==> src/rtl/ex_operand_stage_pkg.sv <==
// Shared encodings for the EX operand stage and the ALU it feeds.
// ALU op codes, operand-select constants and the hard-wired zero register index.
package ex_operand_stage_pkg;

  typedef enum logic [3:0] {
    ALU_ADD   = 4'd0,
    ALU_SUB   = 4'd1,
    ALU_AND   = 4'd2,
    ALU_OR    = 4'd3,
    ALU_XOR   = 4'd4,
    ALU_SLL   = 4'd5,
    ALU_SRL   = 4'd6,
    ALU_SRA   = 4'd7,
    ALU_SLT   = 4'd8,
    ALU_SLTU  = 4'd9,
    ALU_PASSB = 4'd10
  } alu_op_e;

  localparam logic ASEL_RS1 = 1'b0;
  localparam logic ASEL_PC  = 1'b1;
  localparam logic BSEL_RS2 = 1'b0;
  localparam logic BSEL_IMM = 1'b1;

  localparam int unsigned REG_X0 = 0;

endpackage

==> src/rtl/ex_operand_stage_if.sv <==
// ID-side, MEM/WB-forwarding and EX-side signal bundle of the operand stage.
// master drives decode/forward sources; slave is the operand stage itself.
interface ex_operand_stage_if #(
  parameter int XLEN       = 32,
  parameter int REG_ADDR_W = 5
);
  logic                  id_valid;
  logic [XLEN-1:0]       id_pc;
  logic [XLEN-1:0]       id_rs1_data;
  logic [XLEN-1:0]       id_rs2_data;
  logic [REG_ADDR_W-1:0] id_rs1_addr;
  logic [REG_ADDR_W-1:0] id_rs2_addr;
  logic [REG_ADDR_W-1:0] id_rd_addr;
  logic [XLEN-1:0]       id_imm;
  logic [3:0]            id_alu_select;
  logic                  id_asel;
  logic                  id_bsel;
  logic                  id_reg_wen;
  logic                  id_mem_read;
  logic                  stall;
  logic                  flush;
  logic [REG_ADDR_W-1:0] mem_rd_addr;
  logic                  mem_reg_wen;
  logic [XLEN-1:0]       mem_result;
  logic [REG_ADDR_W-1:0] wb_rd_addr;
  logic                  wb_reg_wen;
  logic [XLEN-1:0]       wb_data;
  logic                  ex_valid;
  logic [3:0]            alu_select;
  logic [XLEN-1:0]       amux_output;
  logic [XLEN-1:0]       bmux_output;
  logic [XLEN-1:0]       ex_store_data;
  logic [XLEN-1:0]       ex_pc;
  logic [REG_ADDR_W-1:0] ex_rd_addr;
  logic                  ex_reg_wen;
  logic                  ex_mem_read;
  logic                  load_use_hazard;

  modport master (
    output id_valid, id_pc, id_rs1_data, id_rs2_data, id_rs1_addr, id_rs2_addr,
           id_rd_addr, id_imm, id_alu_select, id_asel, id_bsel, id_reg_wen,
           id_mem_read, stall, flush, mem_rd_addr, mem_reg_wen, mem_result,
           wb_rd_addr, wb_reg_wen, wb_data,
    input  ex_valid, alu_select, amux_output, bmux_output, ex_store_data, ex_pc,
           ex_rd_addr, ex_reg_wen, ex_mem_read, load_use_hazard
  );

  modport slave (
    input  id_valid, id_pc, id_rs1_data, id_rs2_data, id_rs1_addr, id_rs2_addr,
           id_rd_addr, id_imm, id_alu_select, id_asel, id_bsel, id_reg_wen,
           id_mem_read, stall, flush, mem_rd_addr, mem_reg_wen, mem_result,
           wb_rd_addr, wb_reg_wen, wb_data,
    output ex_valid, alu_select, amux_output, bmux_output, ex_store_data, ex_pc,
           ex_rd_addr, ex_reg_wen, ex_mem_read, load_use_hazard
  );

endinterface

==> src/rtl/ex_operand_stage_fwd_mux.sv <==
// Per-operand RAW forwarding select: MEM beats WB beats regfile; x0 never forwarded.
// Purely combinational, no backpressure.
module ex_operand_stage_fwd_mux
  import ex_operand_stage_pkg::*;
#(
  parameter int XLEN       = 32,
  parameter int REG_ADDR_W = 5
) (
  input  logic [REG_ADDR_W-1:0] rs_addr,
  input  logic [XLEN-1:0]       rf_data,
  input  logic                  mem_reg_wen,
  input  logic [REG_ADDR_W-1:0] mem_rd_addr,
  input  logic [XLEN-1:0]       mem_result,
  input  logic                  wb_reg_wen,
  input  logic [REG_ADDR_W-1:0] wb_rd_addr,
  input  logic [XLEN-1:0]       wb_data,
  output logic [XLEN-1:0]       fwd_data
);

  localparam logic [REG_ADDR_W-1:0] X0 = REG_ADDR_W'(REG_X0);

  always_comb begin
    fwd_data = rf_data;
    if (rs_addr != X0) begin
      if (mem_reg_wen && (mem_rd_addr == rs_addr)) begin
        fwd_data = mem_result;
      end else if (wb_reg_wen && (wb_rd_addr == rs_addr)) begin
        fwd_data = wb_data;
      end
    end
  end

endmodule

==> src/rtl/ex_operand_stage.sv <==
// ID/EX register with MEM/WB operand forwarding and load-use bubble insertion; 1-cycle ID->EX.
// Backpressure: stall holds EX, load_use_hazard asks upstream to hold IF/ID, flush kills EX.
module ex_operand_stage
  import ex_operand_stage_pkg::*;
#(
  parameter int XLEN       = 32,
  parameter int REG_ADDR_W = 5
) (
  input logic                clk,
  input logic                rst,
  ex_operand_stage_if.slave  bus
);

  localparam logic [REG_ADDR_W-1:0] X0 = REG_ADDR_W'(REG_X0);

  typedef struct packed {
    logic                  valid;
    logic                  reg_wen;
    logic                  mem_read;
    alu_op_e               alu_select;
    logic                  asel;
    logic                  bsel;
    logic [REG_ADDR_W-1:0] rs1_addr;
    logic [REG_ADDR_W-1:0] rs2_addr;
    logic [REG_ADDR_W-1:0] rd_addr;
    logic [XLEN-1:0]       pc;
    logic [XLEN-1:0]       imm;
    logic [XLEN-1:0]       rs1_data;
    logic [XLEN-1:0]       rs2_data;
  } ex_reg_t;

  ex_reg_t         ex_q;
  ex_reg_t         ex_d;
  logic            hazard;
  logic            wb_hit_rs1;
  logic            wb_hit_rs2;
  logic [XLEN-1:0] fwd_rs1;
  logic [XLEN-1:0] fwd_rs2;
  logic [XLEN-1:0] amux;
  logic [XLEN-1:0] bmux;

  assign hazard = ex_q.valid && ex_q.mem_read && (ex_q.rd_addr != X0) && bus.id_valid &&
                  ((ex_q.rd_addr == bus.id_rs1_addr) || (ex_q.rd_addr == bus.id_rs2_addr));

  // A producer may retire through WB while EX is frozen; capture it so it is not lost.
  assign wb_hit_rs1 = bus.wb_reg_wen && (bus.wb_rd_addr != X0) && (bus.wb_rd_addr == ex_q.rs1_addr);
  assign wb_hit_rs2 = bus.wb_reg_wen && (bus.wb_rd_addr != X0) && (bus.wb_rd_addr == ex_q.rs2_addr);

  always_comb begin
    ex_d = ex_q;
    if (bus.flush) begin
      ex_d.valid    = 1'b0;
      ex_d.reg_wen  = 1'b0;
      ex_d.mem_read = 1'b0;
    end else if (bus.stall) begin
      if (wb_hit_rs1) ex_d.rs1_data = bus.wb_data;
      if (wb_hit_rs2) ex_d.rs2_data = bus.wb_data;
    end else if (hazard) begin
      ex_d.valid    = 1'b0;
      ex_d.reg_wen  = 1'b0;
      ex_d.mem_read = 1'b0;
    end else begin
      ex_d.valid      = bus.id_valid;
      ex_d.reg_wen    = bus.id_valid & bus.id_reg_wen;
      ex_d.mem_read   = bus.id_valid & bus.id_mem_read;
      ex_d.alu_select = alu_op_e'(bus.id_alu_select);
      ex_d.asel       = bus.id_asel;
      ex_d.bsel       = bus.id_bsel;
      ex_d.rs1_addr   = bus.id_rs1_addr;
      ex_d.rs2_addr   = bus.id_rs2_addr;
      ex_d.rd_addr    = bus.id_rd_addr;
      ex_d.pc         = bus.id_pc;
      ex_d.imm        = bus.id_imm;
      ex_d.rs1_data   = bus.id_rs1_data;
      ex_d.rs2_data   = bus.id_rs2_data;
    end
  end

  always_ff @(posedge clk or posedge rst) begin
    if (rst) begin
      ex_q <= '0;
    end else begin
      ex_q <= ex_d;
    end
  end

  ex_operand_stage_fwd_mux #(.XLEN(XLEN), .REG_ADDR_W(REG_ADDR_W)) u_fwd_rs1 (
    .rs_addr     (ex_q.rs1_addr),
    .rf_data     (ex_q.rs1_data),
    .mem_reg_wen (bus.mem_reg_wen),
    .mem_rd_addr (bus.mem_rd_addr),
    .mem_result  (bus.mem_result),
    .wb_reg_wen  (bus.wb_reg_wen),
    .wb_rd_addr  (bus.wb_rd_addr),
    .wb_data     (bus.wb_data),
    .fwd_data    (fwd_rs1)
  );

  ex_operand_stage_fwd_mux #(.XLEN(XLEN), .REG_ADDR_W(REG_ADDR_W)) u_fwd_rs2 (
    .rs_addr     (ex_q.rs2_addr),
    .rf_data     (ex_q.rs2_data),
    .mem_reg_wen (bus.mem_reg_wen),
    .mem_rd_addr (bus.mem_rd_addr),
    .mem_result  (bus.mem_result),
    .wb_reg_wen  (bus.wb_reg_wen),
    .wb_rd_addr  (bus.wb_rd_addr),
    .wb_data     (bus.wb_data),
    .fwd_data    (fwd_rs2)
  );

  always_comb begin
    amux = fwd_rs1;
    case (ex_q.asel)
      ASEL_RS1: amux = fwd_rs1;
      ASEL_PC:  amux = ex_q.pc;
    endcase
    bmux = fwd_rs2;
    case (ex_q.bsel)
      BSEL_RS2: bmux = fwd_rs2;
      BSEL_IMM: bmux = ex_q.imm;
    endcase
  end

  assign bus.ex_valid        = ex_q.valid;
  assign bus.alu_select      = ex_q.alu_select;
  assign bus.amux_output     = amux;
  assign bus.bmux_output     = bmux;
  assign bus.ex_store_data   = fwd_rs2;
  assign bus.ex_pc           = ex_q.pc;
  assign bus.ex_rd_addr      = ex_q.rd_addr;
  assign bus.ex_reg_wen      = ex_q.reg_wen;
  assign bus.ex_mem_read     = ex_q.mem_read;
  assign bus.load_use_hazard = hazard;

endmodule

==> src/flat_wrapper.sv <==
// flat-port wrapper written by rule: the top's interface ports become plain ports
module ex_operand_stage_flat import ex_operand_stage_pkg::*;
#(
  parameter int XLEN       = 32,
  parameter int REG_ADDR_W = 5
)
  (clk, rst, bus_id_valid, bus_id_pc, bus_id_rs1_data, bus_id_rs2_data, bus_id_rs1_addr, bus_id_rs2_addr, bus_id_rd_addr, bus_id_imm, bus_id_alu_select, bus_id_asel, bus_id_bsel, bus_id_reg_wen, bus_id_mem_read, bus_stall, bus_flush, bus_mem_rd_addr, bus_mem_reg_wen, bus_mem_result, bus_wb_rd_addr, bus_wb_reg_wen, bus_wb_data, bus_ex_valid, bus_alu_select, bus_amux_output, bus_bmux_output, bus_ex_store_data, bus_ex_pc, bus_ex_rd_addr, bus_ex_reg_wen, bus_ex_mem_read, bus_load_use_hazard);
  ex_operand_stage_if #(.XLEN(XLEN), .REG_ADDR_W(REG_ADDR_W)) bus_i ();
  input logic clk;
  input logic rst;
  input wire logic [$bits(bus_i.id_valid)-1:0] bus_id_valid;
  input wire logic [$bits(bus_i.id_pc)-1:0] bus_id_pc;
  input wire logic [$bits(bus_i.id_rs1_data)-1:0] bus_id_rs1_data;
  input wire logic [$bits(bus_i.id_rs2_data)-1:0] bus_id_rs2_data;
  input wire logic [$bits(bus_i.id_rs1_addr)-1:0] bus_id_rs1_addr;
  input wire logic [$bits(bus_i.id_rs2_addr)-1:0] bus_id_rs2_addr;
  input wire logic [$bits(bus_i.id_rd_addr)-1:0] bus_id_rd_addr;
  input wire logic [$bits(bus_i.id_imm)-1:0] bus_id_imm;
  input wire logic [$bits(bus_i.id_alu_select)-1:0] bus_id_alu_select;
  input wire logic [$bits(bus_i.id_asel)-1:0] bus_id_asel;
  input wire logic [$bits(bus_i.id_bsel)-1:0] bus_id_bsel;
  input wire logic [$bits(bus_i.id_reg_wen)-1:0] bus_id_reg_wen;
  input wire logic [$bits(bus_i.id_mem_read)-1:0] bus_id_mem_read;
  input wire logic [$bits(bus_i.stall)-1:0] bus_stall;
  input wire logic [$bits(bus_i.flush)-1:0] bus_flush;
  input wire logic [$bits(bus_i.mem_rd_addr)-1:0] bus_mem_rd_addr;
  input wire logic [$bits(bus_i.mem_reg_wen)-1:0] bus_mem_reg_wen;
  input wire logic [$bits(bus_i.mem_result)-1:0] bus_mem_result;
  input wire logic [$bits(bus_i.wb_rd_addr)-1:0] bus_wb_rd_addr;
  input wire logic [$bits(bus_i.wb_reg_wen)-1:0] bus_wb_reg_wen;
  input wire logic [$bits(bus_i.wb_data)-1:0] bus_wb_data;
  output wire logic [$bits(bus_i.ex_valid)-1:0] bus_ex_valid;
  output wire logic [$bits(bus_i.alu_select)-1:0] bus_alu_select;
  output wire logic [$bits(bus_i.amux_output)-1:0] bus_amux_output;
  output wire logic [$bits(bus_i.bmux_output)-1:0] bus_bmux_output;
  output wire logic [$bits(bus_i.ex_store_data)-1:0] bus_ex_store_data;
  output wire logic [$bits(bus_i.ex_pc)-1:0] bus_ex_pc;
  output wire logic [$bits(bus_i.ex_rd_addr)-1:0] bus_ex_rd_addr;
  output wire logic [$bits(bus_i.ex_reg_wen)-1:0] bus_ex_reg_wen;
  output wire logic [$bits(bus_i.ex_mem_read)-1:0] bus_ex_mem_read;
  output wire logic [$bits(bus_i.load_use_hazard)-1:0] bus_load_use_hazard;
  assign bus_i.id_valid = bus_id_valid;
  assign bus_i.id_pc = bus_id_pc;
  assign bus_i.id_rs1_data = bus_id_rs1_data;
  assign bus_i.id_rs2_data = bus_id_rs2_data;
  assign bus_i.id_rs1_addr = bus_id_rs1_addr;
  assign bus_i.id_rs2_addr = bus_id_rs2_addr;
  assign bus_i.id_rd_addr = bus_id_rd_addr;
  assign bus_i.id_imm = bus_id_imm;
  assign bus_i.id_alu_select = bus_id_alu_select;
  assign bus_i.id_asel = bus_id_asel;
  assign bus_i.id_bsel = bus_id_bsel;
  assign bus_i.id_reg_wen = bus_id_reg_wen;
  assign bus_i.id_mem_read = bus_id_mem_read;
  assign bus_i.stall = bus_stall;
  assign bus_i.flush = bus_flush;
  assign bus_i.mem_rd_addr = bus_mem_rd_addr;
  assign bus_i.mem_reg_wen = bus_mem_reg_wen;
  assign bus_i.mem_result = bus_mem_result;
  assign bus_i.wb_rd_addr = bus_wb_rd_addr;
  assign bus_i.wb_reg_wen = bus_wb_reg_wen;
  assign bus_i.wb_data = bus_wb_data;
  assign bus_ex_valid = bus_i.ex_valid;
  assign bus_alu_select = bus_i.alu_select;
  assign bus_amux_output = bus_i.amux_output;
  assign bus_bmux_output = bus_i.bmux_output;
  assign bus_ex_store_data = bus_i.ex_store_data;
  assign bus_ex_pc = bus_i.ex_pc;
  assign bus_ex_rd_addr = bus_i.ex_rd_addr;
  assign bus_ex_reg_wen = bus_i.ex_reg_wen;
  assign bus_ex_mem_read = bus_i.ex_mem_read;
  assign bus_load_use_hazard = bus_i.load_use_hazard;
  ex_operand_stage #(.XLEN(XLEN), .REG_ADDR_W(REG_ADDR_W)) u_core (.clk(clk), .rst(rst), .bus(bus_i));
endmodule
==> config.mk <==
export PLATFORM = sky130hd
export DESIGN_NAME = ex_operand_stage_flat
export DESIGN_NICKNAME = d
export VERILOG_FILES = /design/src/rtl/ex_operand_stage_pkg.sv /design/src/rtl/ex_operand_stage_if.sv /design/src/rtl/ex_operand_stage_fwd_mux.sv /design/src/rtl/ex_operand_stage.sv /design/src/flat_wrapper.sv
export SDC_FILE = /design/constraint.sdc
export NUM_CORES = 1
export LEC_CHECK = 0
export BUFFER_PORTS_ARGS = -buffer_cell sky130_fd_sc_hd__clkbuf_2
export CAP_MARGIN = 20
export CORE_MARGIN = 3
export CORE_UTILIZATION = 45
export DETAILED_ROUTE_END_ITERATION = 10
export PLACE_DENSITY_LB_ADDON = 0.25
export SYNTH_ARGS = -nofsm -noshare
export SYNTH_HDL_FRONTEND = slang
export SYNTH_SLANG_ARGS = --single-unit
==> constraint.sdc <==
create_clock -name clk -period 6.1 [get_ports clk]
set_input_delay 0 -clock clk [delete_from_list [all_inputs] [get_ports clk]]
set_output_delay 0 -clock clk [all_outputs]
set_load 0.01 [all_outputs]
==> results of run 1 <==
## metrics by stage
| step | worst slack [ns] | cell area (um2) |
|---|---|---|
| after floorplan | 2.007 | 9667 |
| after CTS | 2.377 | 13480 |
| after global routing | 2.546 | 13540 |
| final | 2.712 | 13540 |
| after global placement | 2.979 | 11260 |
| after detailed placement | 2.842 | 11260 |
## critical path: cells and delay by family (launching register included)
family | cells | cell delay (ns)
compound gates | 3 | 0.99
buf+inv | 2 | 1.15
flops | 1 | 0.45
mux | 1 | 0.14
simple gates | 1 | 0.55
## cell type report
type | count | area share [%]
sequential | 152 | 28.11
clock buffer | 19 | 3.271
timing repair buffer | 548 | 26.78
multi-input combinational | 608 | 38.19
clock inverter | 13 | 0.9703
tap | 270 | 2.495
antenna | 5 | 0.09241
inverter | 2 | 0.09241
## cell families after synthesis
| logic type | count (synthesis) | share of synthesized area, % |
|---|---|---|
| AO/OA/AOI/OAI | 203 | 15.88 |
| flip-flops | 152 | 39.35 |
| XOR/XNOR | 30 | 2.718 |
| AND/OR/NAND/NOR | 163 | 8.801 |
| multiplexers | 212 | 25.82 |
| buffers and inverters | 120 | 7.430 |
## registers in the layout, indices dropped and copies added, names as in the netlist
| register | flops |
|---|---|
| u_core.ex_q | 108 |
| u_core.bus.ex_mem_read | 1 |
| u_core.bus.ex_reg_wen | 1 |
| u_core.bus.ex_valid | 1 |
| u_core.bus.ex_pc | 32 |
| u_core.bus.alu_select | 4 |
| u_core.bus.ex_rd_addr | 5 |
## synthesized netlist by cell type, types with 2 or more instances
cell type | count | share of area, %
mux2_1 | 16 | 1.9
o21ai_0 | 32 | 1.7
and3_1 | 2 | 0.13
mux2i_1 | 63 | 6.5
nor2b_1 | 64 | 4.1
buf_2 | 28 | 1.4
clkbuf_1 | 35 | 1.4
nor2_1 | 14 | 0.54
a32oi_1 | 2 | 0.18
inv_1 | 2 | 0.078
nor3_1 | 36 | 1.9
a221o_1 | 32 | 3.3
or4_1 | 3 | 0.23
nand3_1 | 3 | 0.16
a22o_1 | 65 | 5.9
dfrtp_1 | 152 | 39
nor4_1 | 2 | 0.13
a211oi_1 | 32 | 2.5
nand2_1 | 37 | 1.4
a22oi_1 | 2 | 0.16
buf_4 | 48 | 3.7
xnor2_1 | 9 | 0.82
a21oi_1 | 33 | 1.7
buf_6 | 7 | 0.82
mux2_2 | 83 | 9.7
mux2_4 | 50 | 7.8
xor2_1 | 21 | 1.9
## how the worst min path moves through the flow
stage	cells past startpoint	startpoint	endpoint	slack, ns
global placement	2	rst	u_core.ex_q[5]	0.18
finish	3	bus_wb_data[15]	u_core.ex_q[15]	0.02
CTS	3	bus_wb_data[14]	u_core.ex_q[14]	0.006
detailed placement	2	rst	u_core.ex_q[5]	0.19
floorplan	1	bus_flush	u_core.bus.ex_mem_read	0.07
global route	3	bus_wb_data[24]	u_core.ex_q[56]	0.02
## what timing repair did
item,CTS,global route
gates resized for setup,0,0
endpoints found under the hold margin,233,0
hold buffers,164,0
## per-layer routing
layer	global-route usage, %	up-vias	share of wire [%]	wire length (um)
met5	0	-	0	0
met4	10.35	0	3.0	1085
met2	44.87	437	45	16150
li1	-	4121	-	-
met1	43.10	4384	45	16250
met3	5.822	71	6.7	2410
## power by group through the flow
stage / Clock [W] / Sequential, W / Combinational, W
2_1_floorplan: 0 / 0.00126 / 0.000747
3_3_place_gp: 0 / 0.00131 / 0.00108
3_5_place_dp: 0 / 0.00131 / 0.00109
4_1_cts: 0.00108 / 0.00130 / 0.00118
5_1_grt: 0.00111 / 0.00132 / 0.00129
6_report: 0.00106 / 0.00130 / 0.00119
==> out/metrics.csv, run 1 <==
stage;metric;value;unit
global_routing;grt ovf;0;
timing;Final Cycle Share;55.55;%
timing;Final Hold Fails;0;
setup_path;crit-path max FO;51;
timing;Max Slew Vio Count;0;
die;Initial Utilization;46.72;%
clocking;clock buffer depth;2;
die;I/O Pins;373;
layout;Finished Core Util;65.44;%
layout;area of the multi-input gates;0.005170;mm2
route;vias per cell;5.574;
logic_synthesis;Syn Nets;1112;
setup_path;Critical Path AT;3.74;ns
logic_synthesis;synthesized flop and latch total;152;
layout;area delta synth->final;40.06;%
setup_path;reg2reg setup slack;2.71;ns
logic_synthesis;Seq/Total Area, Yosys;39.35;%
timing;Sum Neg Setup Slack;0;ns
layout;commonest non-fill, non-tap cell in the layout;clkbuf_2;
power;P_int;0.002355;W
global_routing;first-pass GRT wire length;54250;um
layout;most frequent cells in the layout;372 x clkbuf_2, 164 x dlygate4sd3_1, 150 x dfrtp_1;
die;site row count;52;
job;max-cap check violation count;0;
layout;Reg area;0.003806;mm2
logic_synthesis;ys flop type;dfrtp_1;
timing;Least-Margin Pin Slew;1.027;ns
die;Core Region;0.02069;mm2
power;sw power;0.001193;W
setup_path;Setup crit end;u_core.ex_q[60];
layout;fraction of layout cells with a size suffix above 1;41.65;%
logic_synthesis;Post-synth EDFFs;0;
power;Sw Ratio;33.61;%
timing;RSZ-0062 raised after global routing;no;
logic_synthesis;yosys warns;0;
clocking;Clock Latency Late Sink;0.43;ns
route;wire per inst;22.20;um
timing;minimum clock period;3.388;ns
worst_hold_path;Hold Crit Class;in -> reg;
placement;placed cell count;1414;
logic_synthesis;Mapped Area;0.009667;mm2
power;logic gate share of total power;33.6;%
timing;Worst slew margin;31.55;%
timing;fmax;295.1;MHz
die;Chip Height;152.6;um
global_routing;GRT Total Usage;29.81;%
setup_path;Crit Reg-Reg Startpoint;u_core.bus.ex_rd_addr[0];
die;Die X;152.6;um
placement;DP Wirelength;25450;um
power;leakage power;6.352;nW
logic_synthesis;post-synth cell types;34;
route;Detailed Route WL;35900;um
layout;Final #Nets;1561;
logic_synthesis;Mapped Cells;880;
layout;fill count;1690;
clocking;setup repair bufs after CTS;0;
route;Final ANT Viol Nets;0;
clocking;CTS sink cnt;152;
global_routing;largest net degree at the start of global routing;129;
run_status;run status;complete, no violations;
clocking;CTS tree;yes;
power;Clock power frac;29.7;%
global_routing;antenna violations before repair;5;
clocking;clk root buf;clkbuf_16;
clocking;Num CTS Buffers;17;
setup_path;worst reg2reg path depth;7;
placement;PortBufs;372;
clocking;clock slew at reported path FFs;0.07;ns
route;# DRC;0;
route;Via Count;9013;
power;sequential share of power;36.7;%
timing;final setup fails;0;
setup_path;critical path's slowest cell;buf_4;
setup_path;critical path class;reg -> reg;
global_routing;vias in the first global route;9092;
power;maximum vdd drop;0.0001362;V
setup_path;CP startpoint;u_core.bus.ex_rd_addr[0];
setup_path;Worst path max stage delay;0.60;ns
logic_synthesis;post-synthesis async set-or-reset flop share;100.0;%
power;PD cells;262.0;mW/mm2
layout;Layout Cells excl Fill;1617;
placement;gpl congestion;0.9877;
power;power after layout;0.003548;W
timing;clock skew;0.01370;ns
route;drt first-iter violations;623;
timing;hold slack;0.01614;ns
setup_path;CP cell instances;or4_1 > o2111ai_2 > o21ba_2 > buf_4 > a22o_1 > dlygate4sd3_1 > mux2_2;
logic_synthesis;Syn Area/Cell;10.98;um2
setup_path;Worst setup SP type;flip-flop;
clocking;CTS H-tree depth;4;
setup_path;FF-to-FF End;u_core.ex_q[60];
die;Die ar.;0.02328;mm2
setup_path;WP data required;6.46;ns
setup_path;crit end category;flip-flop;
route;First-pass DRT Iterations;5;
No activity file was read; power rests on OpenSTA's default activity.
==> run 2, diff against run 1 <==
--- a/config.mk
+++ b/config.mk
@@ -5,6 +5,7 @@
 export SDC_FILE = /design/constraint.sdc
 export NUM_CORES = 1
 export LEC_CHECK = 0
+export ABC_AREA = 1
 export BUFFER_PORTS_ARGS = -buffer_cell sky130_fd_sc_hd__clkbuf_2
 export CAP_MARGIN = 20
 export CORE_MARGIN = 3
==> constraint.sdc (replaced) <==
create_clock -name clk -period 2.7 [get_ports clk]
set_input_delay 0 -clock clk [delete_from_list [all_inputs] [get_ports clk]]
set_output_delay 0 -clock clk [all_outputs]
set_load 0.01 [all_outputs]
==> run 2 against run 1 <==
Compared with the run above: wire length rose by 22%; largest power group unchanged; critical path type unchanged; worst hold slack got worse by 0.012 ns; register-to-register slack worse by 2.5 ns; highest routed layer is now met5; maximum frequency increased by 37%; combinational power up 120%; die area up 9.0%.
==> out/metrics.csv, run 2 <==
stage;metric;value;unit
layout;Top reg by flops;u_core.ex_q;
route;Final ANT Viol Nets;0;
power;sequential share of power;35.7;%
global_routing;GRT Total Usage;33.99;%
layout;Final #Nets;2396;
timing;hold slack;0.004455;ns
layout;fill count;2150;
placement;placed cell count;2278;
logic_synthesis;Synth top area share;35.98;%
clocking;clk root buf;clkbuf_16;
logic_synthesis;post-synth cell types;27;
placement;DP Area;0.01223;mm2
clocking;clock buffer depth;2;
die;Chip Height;159.3;um
logic_synthesis;post-synthesis async set-or-reset flop share;100.0;%
placement;pre-CTS WS;0.5350;ns
clocking;clock slew at reported path FFs;0.07;ns
timing;Max Slew Vio Count;0;
placement;DP Wirelength;30110;um
route;vias per cell;5.205;
timing;Least-Margin Pin Slew;1.063;ns
die;Die ar.;0.02536;mm2
timing;minimum clock period;2.468;ns
layout;Final Cell Area;0.01462;mm2
clocking;CTS sink cnt;152;
timing;fmax;405.1;MHz
timing;worst setup margin;0.2317;ns
layout;area delta synth->final;38.34;%
timing;Worst slew margin;29.07;%
layout;most frequent cells in the layout;932 x nand2_1, 372 x clkbuf_2, 180 x dlygate4sd3_1;
timing;Final Cycle Share;91.42;%
die;Die X;159.3;um
layout;Reg area;0.003804;mm2
logic_synthesis;synth top area cells;dfrtp_1 36%, nand2_1 33%, nand3_1 6.7%;
logic_synthesis;Seq/Total Area, Yosys;35.98;%
clocking;CTS tree;yes;
power;PD cells;536.7;mW/mm2
logic_synthesis;Syn Area/Cell;6.181;um2
die;Core Region;0.02285;mm2
clocking;Num CTS Buffers;17;
layout;area of the multi-input gates;0.005286;mm2
logic_synthesis;synthesized flop and latch total;152;
global_routing;antenna violations before repair;4;
timing;final setup fails;0;
logic_synthesis;Mapped Cells;1710;
route;First-pass DRT Iterations;6;
logic_synthesis;most instantiated cells after synthesis;932 x nand2_1, 158 x inv_1, 152 x dfrtp_1;
power;sw power;0.002989;W
die;Initial Utilization;46.27;%
placement;gpl congestion;0.9294;
route;# DRC;0;
logic_synthesis;top cell type by total area after synthesis;dfrtp_1;
global_routing;largest net degree at the start of global routing;153;
logic_synthesis;ys flop type;dfrtp_1;
layout;Largest register FFs;108;
timing;Sum Neg Setup Slack;0;ns
power;Clock power frac;30.6;%
timing;clock skew;0.01192;ns
global_routing;vias in the first global route;13134;
route;Detailed Route WL;43620;um
layout;commonest non-fill, non-tap cell in the layout;nand2_1;
run_status;run status;complete, no violations;
power;Sw Ratio;38.08;%
global_routing;first-pass GRT wire length;69330;um
power;maximum vdd drop;0.0003399;V
job;max-cap check violation count;0;
power;P_int;0.004859;W
setup_path;crit-path max FO;67;
die;site row count;55;
clocking;CTS H-tree depth;4;
die;I/O Pins;373;
setup_path;Worst setup SP type;flip-flop;
setup_path;Critical Path AT;2.83;ns
power;logic gate share of total power;33.7;%
logic_synthesis;Mapped Area;0.01057;mm2
layout;Layout Cells excl Fill;2491;
logic_synthesis;top-count cell post-synth;nand2_1;
timing;Final Hold Fails;0;
route;drt first-iter violations;1136;
route;Via Count;12966;
timing;RSZ-0062 raised after global routing;no;
setup_path;critical path class;reg -> reg;
logic_synthesis;Syn Nets;1942;
setup_path;WP data required;3.06;ns
logic_synthesis;Post-synth EDFFs;0;
placement;PortBufs;372;
clocking;setup repair bufs after CTS;0;
setup_path;crit end category;flip-flop;
worst_hold_path;Hold Crit Class;in -> reg;
logic_synthesis;yosys warns;0;
route;wire per inst;17.51;um
layout;fraction of layout cells with a size suffix above 1;21.18;%
global_routing;grt ovf;0;
clocking;Clock Latency Late Sink;0.43;ns
power;leakage power;8.864;nW
==> run 2: changes by cell type after synthesis, moves of 64 or more <==
cell and change:
nand2_1 +895, nand3_1 +138, mux2_2 -83, inv_1 +156, nand4_1 +99, nor2b_1 -64, a22o_1 -65
==> run 2: stage by stage <==
stage	util [%]	power, W
after floorplan	-	0.004325
after global placement	53.53	0.005201
after detailed placement	53.53	0.005226
after CTS	63.90	0.007848
after global routing	64.00	0.008266
final	64.00	0.007848
==> run 2: final cells by class <==
type                            instances  area share (%)
Multi-Input combinational cell       1241           36.15
Clock buffer                           18           3.003
Clock inverter                         14          0.8728
Sequential cell                       152           26.01
Tap cell                              313           2.678
Antenna cell                            1         0.01711
Timing Repair Buffer                  580           26.82
Inverter                              172           4.441
==> run 2: power groups by stage <==
stage	logic [W]	clock network, W	registers (W)
detailed placement	0.00239	0	0.00284
global placement	0.00237	0	0.00283
finish	0.00265	0.00240	0.00281
global route	0.00293	0.00250	0.00284
floorplan	0.00156	0	0.00277
CTS	0.00262	0.00243	0.00280
==> run 2: worst max-delay path, cell delays in order (launching register included) <==
cell and delay [ns]:
dfrtp_1 0.44, inv_1 0.10, nand4_1 0.09, o21ai_0 0.20, inv_1 0.10, nand2_2 0.12
buf_8 0.38, nand3_1 0.13, nand2_1 0.11, dlygate4sd3_1 0.57, nand2_1 0.06, nand2_1 0.07
==> run 2: metal layers <==
| metal | vias to the layer above | part of all wire (%) | GRT usage [%] |
|---|---|---|---|
| li1 | 6149 | - | - |
| met1 | 6037 | 38 | 40.22 |
| met2 | 650 | 50 | 59.68 |
| met3 | 124 | 7.7 | 7.050 |
| met4 | 6 | 4.3 | 14.92 |
| met5 | - | 0.071 | 0 |
==> run 2: cells by family after synthesis <==
| logic type | share of synthesized area, % |
|---|---|
| flip-flops | 35.98 |
| AO/OA/AOI/OAI | 1.326 |
| AND/OR/NAND/NOR | 47.77 |
| XOR/XNOR | 0.7457 |
| buffers and inverters | 14.17 |
==> run 2: repair_timing <==
item                                   in CTS  in global routing
gates resized for setup                     0                  6
setup endpoints to repair                   0                 71
endpoints found under the hold margin     304                  0
hold buffers                              180                  0
==> run 2: final timing paths <==
path                                          startpoint                   end  slack (ns)  depth (start not counted)
worst max-delay path            u_core.bus.ex_rd_addr[0]        u_core.ex_q[1]        0.23                         11
worst min-delay path                      bus_wb_data[7]       u_core.ex_q[39]       0.004                          5
worst max register to register  u_core.bus.ex_rd_addr[0]        u_core.ex_q[1]        0.23                         11
worst min register to register           u_core.ex_q[90]       u_core.ex_q[90]        0.48                          2
max in group asynchronous                            rst       u_core.ex_q[81]        1.67                          4
min in group asynchronous                            rst  u_core.bus.ex_pc[19]        0.33                          4
